===== src/rtl/uart_pkg.sv =====
`default_nettype none
// ------------------------------------------------------------------
// uart_pkg : shared receiver state encoding, parity codes, error bits
// Rev 1.0
// ------------------------------------------------------------------
package uart_pkg;

  typedef enum logic [2:0] {
    ST_IDLE   = 3'd0,
    ST_START  = 3'd1,
    ST_DATA   = 3'd2,
    ST_PARITY = 3'd3,
    ST_STOP   = 3'd4
  } rx_state_t;

  localparam logic [1:0] c_PAR_NONE     = 2'b00;
  localparam logic [1:0] c_PAR_ODD      = 2'b01;
  localparam logic [1:0] c_PAR_EVEN     = 2'b10;
  localparam logic [1:0] c_PAR_NONE_ALT = 2'b11;

  localparam int c_ERR_PARITY = 0;
  localparam int c_ERR_START  = 1;
  localparam int c_ERR_STOP   = 2;

  function automatic logic parity_enabled(input logic [1:0] pt);
    return !((pt == c_PAR_NONE) || (pt == c_PAR_NONE_ALT));
  endfunction

endpackage
`default_nettype wire


===== src/rtl/uart_rx_sync.sv =====
`default_nettype none
// ------------------------------------------------------------------
// uart_rx_sync : two-flop synchronizer for the idle-high serial line
// Rev 1.0
// ------------------------------------------------------------------
module uart_rx_sync (
  input  logic clk,
  input  logic rst,
  input  logic i_async,
  output logic o_sync
);

  logic r_meta;
  logic r_sync;

  always_ff @(posedge clk) begin
    if (rst) begin
      r_meta <= 1'b1;
      r_sync <= 1'b1;
    end else begin
      r_meta <= i_async;
      r_sync <= r_meta;
    end
  end

  assign o_sync = r_sync;

endmodule
`default_nettype wire


===== src/rtl/uart_rx_ctrl.sv =====
`default_nettype none
// ------------------------------------------------------------------
// uart_rx_ctrl : oversampling UART receiver with parity/start/stop checks
// Rev 1.0
// ------------------------------------------------------------------
module uart_rx_ctrl
  import uart_pkg::*;
#(
  parameter int OVERSAMPLE = 16,
  parameter int DATA_BITS  = 8
) (
  input  logic                 clock,
  input  logic                 reset,
  input  logic                 baud_tick,
  input  logic                 rx_in,
  input  logic [1:0]           parity_type,
  output logic [DATA_BITS-1:0] rx_data,
  output logic [2:0]           error_flag,
  output logic                 done,
  output logic                 busy
);

  localparam int c_TICK_W = (OVERSAMPLE > 1) ? $clog2(OVERSAMPLE) : 1;
  localparam int c_BIT_W  = $clog2(DATA_BITS + 1);
  localparam logic [c_TICK_W-1:0] c_TICK_LAST = c_TICK_W'(OVERSAMPLE - 1);
  localparam logic [c_TICK_W-1:0] c_TICK_MID  = c_TICK_W'(OVERSAMPLE / 2 - 1);
  localparam logic [c_BIT_W-1:0]  c_BIT_LAST  = c_BIT_W'(DATA_BITS - 1);

  logic                 w_rx;
  rx_state_t            r_state;
  rx_state_t            w_state_nxt;
  logic [c_TICK_W-1:0]  r_tick;
  logic [c_BIT_W-1:0]   r_bit_cnt;
  logic [DATA_BITS-1:0] r_shift;
  logic [1:0]           r_par_type;
  logic                 r_par_err;
  logic [DATA_BITS-1:0] r_rx_data;
  logic [2:0]           r_err;
  logic                 r_done;
  logic                 w_tick_last;
  logic                 w_result;
  logic [2:0]           w_err_nxt;

  uart_rx_sync u_sync (
    .clk     (clock),
    .rst     (reset),
    .i_async (rx_in),
    .o_sync  (w_rx)
  );

  always_ff @(posedge clock) begin
    if (reset) begin
      r_state <= ST_IDLE;
    end else begin
      r_state <= w_state_nxt;
    end
  end

  always_comb begin
    w_state_nxt = r_state;
    w_result    = 1'b0;
    w_err_nxt   = '0;
    w_tick_last = baud_tick && (r_tick == c_TICK_LAST);
    case (r_state)
      ST_IDLE: begin
        if (baud_tick && !w_rx) w_state_nxt = ST_START;
      end
      ST_START: begin
        if (baud_tick && (r_tick == c_TICK_MID)) begin
          if (w_rx) begin
            w_state_nxt            = ST_IDLE;
            w_result               = 1'b1;
            w_err_nxt[c_ERR_START] = 1'b1;
          end else begin
            w_state_nxt = ST_DATA;
          end
        end
      end
      ST_DATA: begin
        if (w_tick_last && (r_bit_cnt == c_BIT_LAST))
          w_state_nxt = parity_enabled(r_par_type) ? ST_PARITY : ST_STOP;
      end
      ST_PARITY: begin
        if (w_tick_last) w_state_nxt = ST_STOP;
      end
      ST_STOP: begin
        if (w_tick_last) begin
          w_state_nxt             = ST_IDLE;
          w_result                = 1'b1;
          w_err_nxt[c_ERR_STOP]   = ~w_rx;
          w_err_nxt[c_ERR_PARITY] = r_par_err;
        end
      end
      default: w_state_nxt = ST_IDLE;
    endcase
  end

  always_ff @(posedge clock) begin
    if (reset) begin
      r_tick     <= '0;
      r_bit_cnt  <= '0;
      r_shift    <= '0;
      r_par_type <= c_PAR_NONE;
      r_par_err  <= 1'b0;
      r_rx_data  <= '0;
      r_err      <= '0;
      r_done     <= 1'b0;
    end else begin
      r_done <= w_result;

      // Counter restarts on any state change so every phase measures from its own entry.
      if (w_state_nxt != r_state) begin
        r_tick <= '0;
      end else if (baud_tick && (r_state != ST_IDLE)) begin
        r_tick <= (r_tick == c_TICK_LAST) ? '0 : r_tick + 1'b1;
      end

      if ((r_state == ST_IDLE) && (w_state_nxt == ST_START)) begin
        r_par_type <= parity_type;
        r_par_err  <= 1'b0;
        r_bit_cnt  <= '0;
      end

      if ((r_state == ST_DATA) && w_tick_last) begin
        r_shift   <= {w_rx, r_shift[DATA_BITS-1:1]};
        r_bit_cnt <= r_bit_cnt + 1'b1;
      end

      if ((r_state == ST_PARITY) && w_tick_last) begin
        r_par_err <= (r_par_type == c_PAR_ODD) ? ~(^r_shift ^ w_rx) : (^r_shift ^ w_rx);
      end

      if (w_result) begin
        r_err <= w_err_nxt;
        if (r_state == ST_STOP) r_rx_data <= r_shift;
      end
    end
  end

  assign rx_data    = r_rx_data;
  assign error_flag = r_err;
  assign done       = r_done;
  assign busy       = (r_state != ST_IDLE);

endmodule
`default_nettype wire


===== config.mk =====
export PLATFORM = sky130hd
export DESIGN_NAME = uart_rx_ctrl
export DESIGN_NICKNAME = d
export VERILOG_FILES = /design/src/rtl/uart_pkg.sv /design/src/rtl/uart_rx_sync.sv /design/src/rtl/uart_rx_ctrl.sv
export SDC_FILE = /design/constraint.sdc
export NUM_CORES = 1
export LEC_CHECK = 0
export BUFFER_PORTS_ARGS = -buffer_cell sky130_fd_sc_hd__buf_4
export CAP_MARGIN = 30
export CORE_ASPECT_RATIO = 1.25
export CORE_MARGIN = 3
export CORE_UTILIZATION = 50
export CTS_BUF_LIST = sky130_fd_sc_hd__clkbuf_16
export DETAILED_ROUTE_END_ITERATION = 8
export PLACE_DENSITY = 0.7
export RECOVER_POWER = 25
export SKIP_CTS_REPAIR_TIMING = 1
export SYNTH_ARGS = -nofsm -noshare
export SYNTH_HDL_FRONTEND = slang
export SYNTH_SLANG_ARGS = --single-unit
export TNS_END_PERCENT = 50

===== constraint.sdc =====
create_clock -name clock -period 3.9 [get_ports clock]
set_clock_uncertainty 0.1 [all_clocks]
set_input_delay 0.195 -clock clock [delete_from_list [all_inputs] [get_ports clock]]
set_output_delay 0.195 -clock clock [all_outputs]
set_load 0.01 [all_outputs]

# --- After elaboration in Yosys (flattened, before gate mapping) ---
# Index checks and enable logic that the tools add are counted.
totals:
  regBits: 36
  latch_bits: 0
  mem_bits_rw: 0
  mem_bits_ro: 0
  inputBits: 6
  output_inout_bits: 13
  elab_cells: 68
  mem_count: 0
classes:
  n_addsub: 2
  n_mul: 0
  n_div: 0
  magnitude_cmp: 0
  eq_ne: 11
  shifts: 0
  muxes: 23
  bitwise: 3
  n_reduce_logical: 18
op_table:
  columns: ["cell", "n"]
  rows:
  - ["$mux 3", 6]
  - ["$pmux 3 s5", 1]
  - ["$mux 4", 3]
  - ["$mux 1", 11]
  - ["$add 4x1->4 const B", 2]
  - ["$eq 4x3->1 const B", 2]
  - ["$logic_and 1x1->1", 8]
  - ["$reduce_xor 8->1", 1]
  - ["$eq 3x1->1 const B", 2]
  - ["$eq 3x2->1 const B", 2]
  - ["$eq 4x4->1 const B", 1]
  - ["$reduce_bool 2->1", 2]
  - ["$eq 3x3->1 const B", 1]
  - ["$logic_not 3->1", 1]
  - ["$ne 3x3->1", 1]
  - ["$reduce_bool 3->1", 1]
  - ["$eq 2x1->1 const B", 1]
  - ["$eq 2x2->1 const B", 1]
  - ["$logic_not 2->1", 1]
  - ["$mux 2", 1]
  - ["$not 1->1", 2]
  - ["$pmux 1 s2", 1]
  - ["$reduce_and 2->1", 1]
  - ["$reduce_or 2->1", 1]
  - ["other kinds (3)", 3]

# --- Depth between registers and ports, before layout ---
logic_depth:
  depth_word: 9
  depth_mapped: 7
  depth_no_buf: 6

# --- Hierarchy ---
# Synthesis repeated with hierarchy kept, for this count alone.
unflattened:
  hier_cells: 196
  hier_area_um2: 1659.1
by_module_without_submodules:
  columns: ["module", "n_inst", "cells_each", "area_per_inst_um2", "seq_area_each_um2"]
  rows:
  - ["uart_rx_ctrl", 1, 192, 1606.5, 680.7]
  - ["uart_rx_sync", 1, 4, 52.6, 40.0]

# --- Worst setup path before layout ---
# OpenSTA, ideal clock, no wires.
synth_timing:
  kind: "register -> register"
  startpoint: "register r_state[1]"
  endpoint: "register r_par_err"
  setup_time_ps: 122
  t_arrival_ps: 1721
  required_time_ps: 3678
  path_slack_ps: 1958
  path_stages_with_launch: 6
  n_path_buf: 1
  period_less_slack_ps: 1942
  path_cell_list: "dfxtp_1 > buf_6 > or3_4 > or3b_4 > and3_4 > a221o_1"
synth_via:
  elab_chain_cells: 5
  elab_cells_between_ends: 16
  classes_between: "eq/ne: 5; mux: 7; reduce/logical: 4"
synth_lines:
  columns: ["item", "line_no", "text"]
  rows:
  - ["start: declaration", "uart_rx_ctrl.sv:30", "rx_state_t r_state;"]
  - ["start signal: assignment", "uart_rx_ctrl.sv:55", "r_state <= w_state_nxt;"]
  - ["$eq 3x3->1 (tied with other cells)", "uart_rx_ctrl.sv:64", "case (r_state)"]
  - ["$pmux 3 s5", "uart_rx_ctrl.sv:64", null]
  - ["$eq 3x1->1", "uart_rx_ctrl.sv:118", "if ((r_state == ST_IDLE) && (w_state_nxt == ST_START)) begin"]
  - ["$logic_and 1x1->1", "uart_rx_ctrl.sv:118", null]
  - ["$reduce_bool 2->1 (no source line)", null, null]
  - ["end signal: assignment", "uart_rx_ctrl.sv:130", "r_par_err <= (r_par_type == c_PAR_ODD) ? ~(^r_shift ^ w_rx) : (^r_shift ^ w_rx);"]
  - ["end: declaration", "uart_rx_ctrl.sv:36", "logic r_par_err;"]
# Several ways; a longest one is shown, not always the timed one.
# A chain may end at the register's enable or synchronous reset.

# --- Worst setup path after layout ---
layout_timing:
  startpoint: "register r_tick[0]"
  endpoint: "register r_bit_cnt[3]"
layout_via:
  elab_chain_cells: 8
  elab_cells_between_ends: 15
  classes_between: "eq/ne: 3; mux: 6; reduce/logical: 6"
layout_lines:
  columns: ["item", "line_no", "text"]
  rows:
  - ["start: declaration", "uart_rx_ctrl.sv:32", "logic [c_TICK_W-1:0] r_tick;"]
  - ["start signal: assignment", "uart_rx_ctrl.sv:115", "r_tick <= (r_tick == c_TICK_LAST) ? '0 : r_tick + 1'b1;"]
  - ["$eq 4x4->1", "uart_rx_ctrl.sv:63", "w_tick_last = baud_tick && (r_tick == c_TICK_LAST);"]
  - ["$logic_and 1x1->1", "uart_rx_ctrl.sv:63", null]
  - ["$logic_and 1x1->1", "uart_rx_ctrl.sv:80", "if (w_tick_last && (r_bit_cnt == c_BIT_LAST))"]
  - ["$mux 3", "uart_rx_ctrl.sv:80", null]
  - ["$pmux 3 s5", "uart_rx_ctrl.sv:64", null]
  - ["$eq 3x1->1", "uart_rx_ctrl.sv:118", null]
  - ["$logic_and 1x1->1", "uart_rx_ctrl.sv:118", null]
  - ["$reduce_bool 2->1 (no source line)", null, null]
  - ["end signal: assignment", "uart_rx_ctrl.sv:126", "r_bit_cnt <= r_bit_cnt + 1'b1;"]
  - ["end: declaration", "uart_rx_ctrl.sv:33", "logic [c_BIT_W-1:0] r_bit_cnt;"]
# Several ways; a longest one is shown, not always the timed one.

==> impl_metrics.yaml <==
final_layout:
  nets: 218
  final_cells: 246
  seq_area_um2: 721
  drive_gt1_frac: 0.110
  antenna-diode-count: 0
  multi_input_area_um2: 876
  fill_cells: 278
  synthToLayoutAreaGrowth_pct: 16.1
  fin_area_mm2: 0.00194
worst_setup_path:
  cp-start-kind: "register"
  cpMaxStageDelayCell: "and4_1"
  crit_fanout: 16
  setup.worst_path.class: "register to register"
  path_buf_inv: 0
  cp.arrival_ps: 2630
  r2r_start: "r_tick[0]"
  cpLargestDelayFamily: "simple AND/OR/NAND/NOR gates"
  required_ps: 4000
  endpoint_kind: "register"
  slowest_delay_ps: 570
  startpoint: "r_tick[0]"
  path_cells: "ha_1, and4_1, nand3b_1, or3_1, a31oi_1"
floorplanning:
  start_util: 0.546
  num_rows: 22
  coreArea_mm2: 0.00306
  io_pins: 19
  die_x_um: 57.7
  dieArea_mm2: 0.00407
  fp.dieH_um: 70.6
route:
  dr.pass1.iters: 4
  dr.first_iter.drc_count: 72
  vias: 1419
  wl_per_cell_um: 13.9
  routed_wl_um: 3410
  drc: 0
  ant_nets: 0
  viasPerCell: 5.77
global_routing:
  grt_pass1_vias: 1323
  track_usage: 0.183
  grt_max_degree: 35
  grt_pass1_wl_um: 5780
  grt_overflow: 0
  antenna_found_initial: 0
logic_synthesis:
  yosysTopAreaCellShare: 0.432
  yosys_warnings: 0
  synth_area_mm2: 0.00167
  syn_avg_cell_area_um2: 8.55
  synth.area.top_cells: "dfxtp_1, a21oi_1, nand2_1"
  syn-num-nets: 204
  yosysSeqAreaShare: 0.432
  ys_top_cells_by_count: "dfxtp_1, nand2_1, a21oi_1"
  yosysTopAreaCell: "dfxtp_1"
  netlist_instances: 195
  yosysMostFrequentCell: "dfxtp_1"
  yosys_most_used_dff: "dfxtp_1"
  synth-edff-count: 0
  synthDistinctLibCells: 43
  ys_ff_latch: 36
  synthArstFlopShare: 0
power:
  seqPwrFrac: 0.445
  leakage_uw: 0.000669
  total_power_uw: 839
  switching_power_uw: 160
  switching_share: 0.191
  p_comb_frac: 0.029
  p_int_uw: 679
  peakVddDrop_mv: 0.400
  power.density_mw_per_mm2: 434
  clkPwrFrac: 0.527
run:
  max_cap_viol_count: 0
clocking:
  clk_pin_slew_worst_paths_ps: 50
  clock_latency_ps: 280
  cts_tree: "done"
  numCtsBuffers: 5
  clockBufferDepth: 2
  cts_root_buf: "clkbuf_16"
  clock-sinks: 36
  htree_num_levels: 2
sta:
  rsz0062_at_grt: "no"
  fin_setup_tns_ps: 0
  fmax_mhz: 396
  hold_violations: 0
  slew_viol_final: 0
  tightest_slew_ps: 524
  slew_headroom: 0.651
  setup_viol: 0
  fin_crit_sh: 0.648
  timing.final.ws_setup_ps: 1370
  min_period_ps: 2530
placement:
  routabilityCongestion: 0.880
  pre_cts_ws_ps: 1430
  hpwlAfterDp_um: 2310
  port_buffers: 18
  place_inst: 237
  placed_area_mm2: 0.00180
min_path:
  hp-class: "input port to register"
  min-delay-start: "parity_type[1]"
outcome:
  status: "complete, no violations"
-- power by group through the flow --
stage,combinational (µW),clock (µW),sequential [µW]
final,24.2,442,373
after global placement,22.8,0,381
after global routing,26.4,465,373
after CTS,23.4,450,373
after floorplan,17.6,0,379
after detailed placement,23.4,0,381
-- tightest hold or removal path, delay by kind of cell --
family	cells	cell delay (ps)
mux	1	50
buf+inv	1	80
simple gates	1	80
-- logic make-up after synthesis --
kind of cell,Yosys count,share of synthesized area
simple gates,87,0.281
compound gates,40,0.143
flops,36,0.432
buf+inv,16,0.0428
xor+xnor,9,0.0555
mux,4,0.0240
fa+ha+maj,3,0.0225
-- registers in the layout, summed over array words and instances, names as in the netlist --
name / cells
r_tick: 4
error_flag: 3
u_sync.r_meta: 1
rx_data: 8
r_par_type: 2
r_shift: 8
r_par_err: 1
r_bit_cnt: 4
done: 1
r_state: 3
u_sync.o_sync: 1
-- area by class of cell --
type,instances,area share
clock buffers,5,0.0646
clock inverters,3,0.0200
inverters,2,0.00388
multi-input cells,143,0.452
flip-flops and latches,36,0.372
well taps,36,0.0233
repair buffers,21,0.0633
-- cell usage in the layout (no fill, tap or decap), types with 2 or more instances in the layout --
master / n
dfxtp_1: 36
nand2_1: 32
a21oi_1: 24
nand3_1: 16
nor2_1: 10
clkbuf_1: 10
buf_4: 9
xnor2_1: 5
clkbuf_16: 5
nor3b_1: 4
mux2i_1: 4
inv_1: 3
nand3b_1: 3
xor2_1: 3
nor4bb_1: 3
o21ai_0: 3
or2_2: 3
a31oi_1: 3
ha_1: 3
and4b_1: 2
nand2b_1: 2
or3_1: 2
-- metal layers --
metal,up-vias,part of all wire,global-route usage
met1,655,0.45,0.221
met4,0,0.022,0.0928
met2,39,0.47,0.285
li1,717,-,-
met3,8,0.056,0.0657
met5,-,0,0
-- worst paths after layout --
check	endpoint	slack, ps	cells after the start
worst max-delay path	r_bit_cnt[3]	1370	5
worst min-delay path	r_par_type[1]	60	3
worst max register to register	r_bit_cnt[3]	1370	5
worst min register to register	u_sync.o_sync	310	1
-- through the flow --
step	hold slack [ps]	utilization
final	62.8	0.633
after global routing	79.5	0.633
after floorplan	199	-
after CTS	-4.69	0.643
after global placement	284	0.589
after detailed placement	285	0.589
No activity file was read; power rests on OpenSTA's default activity.
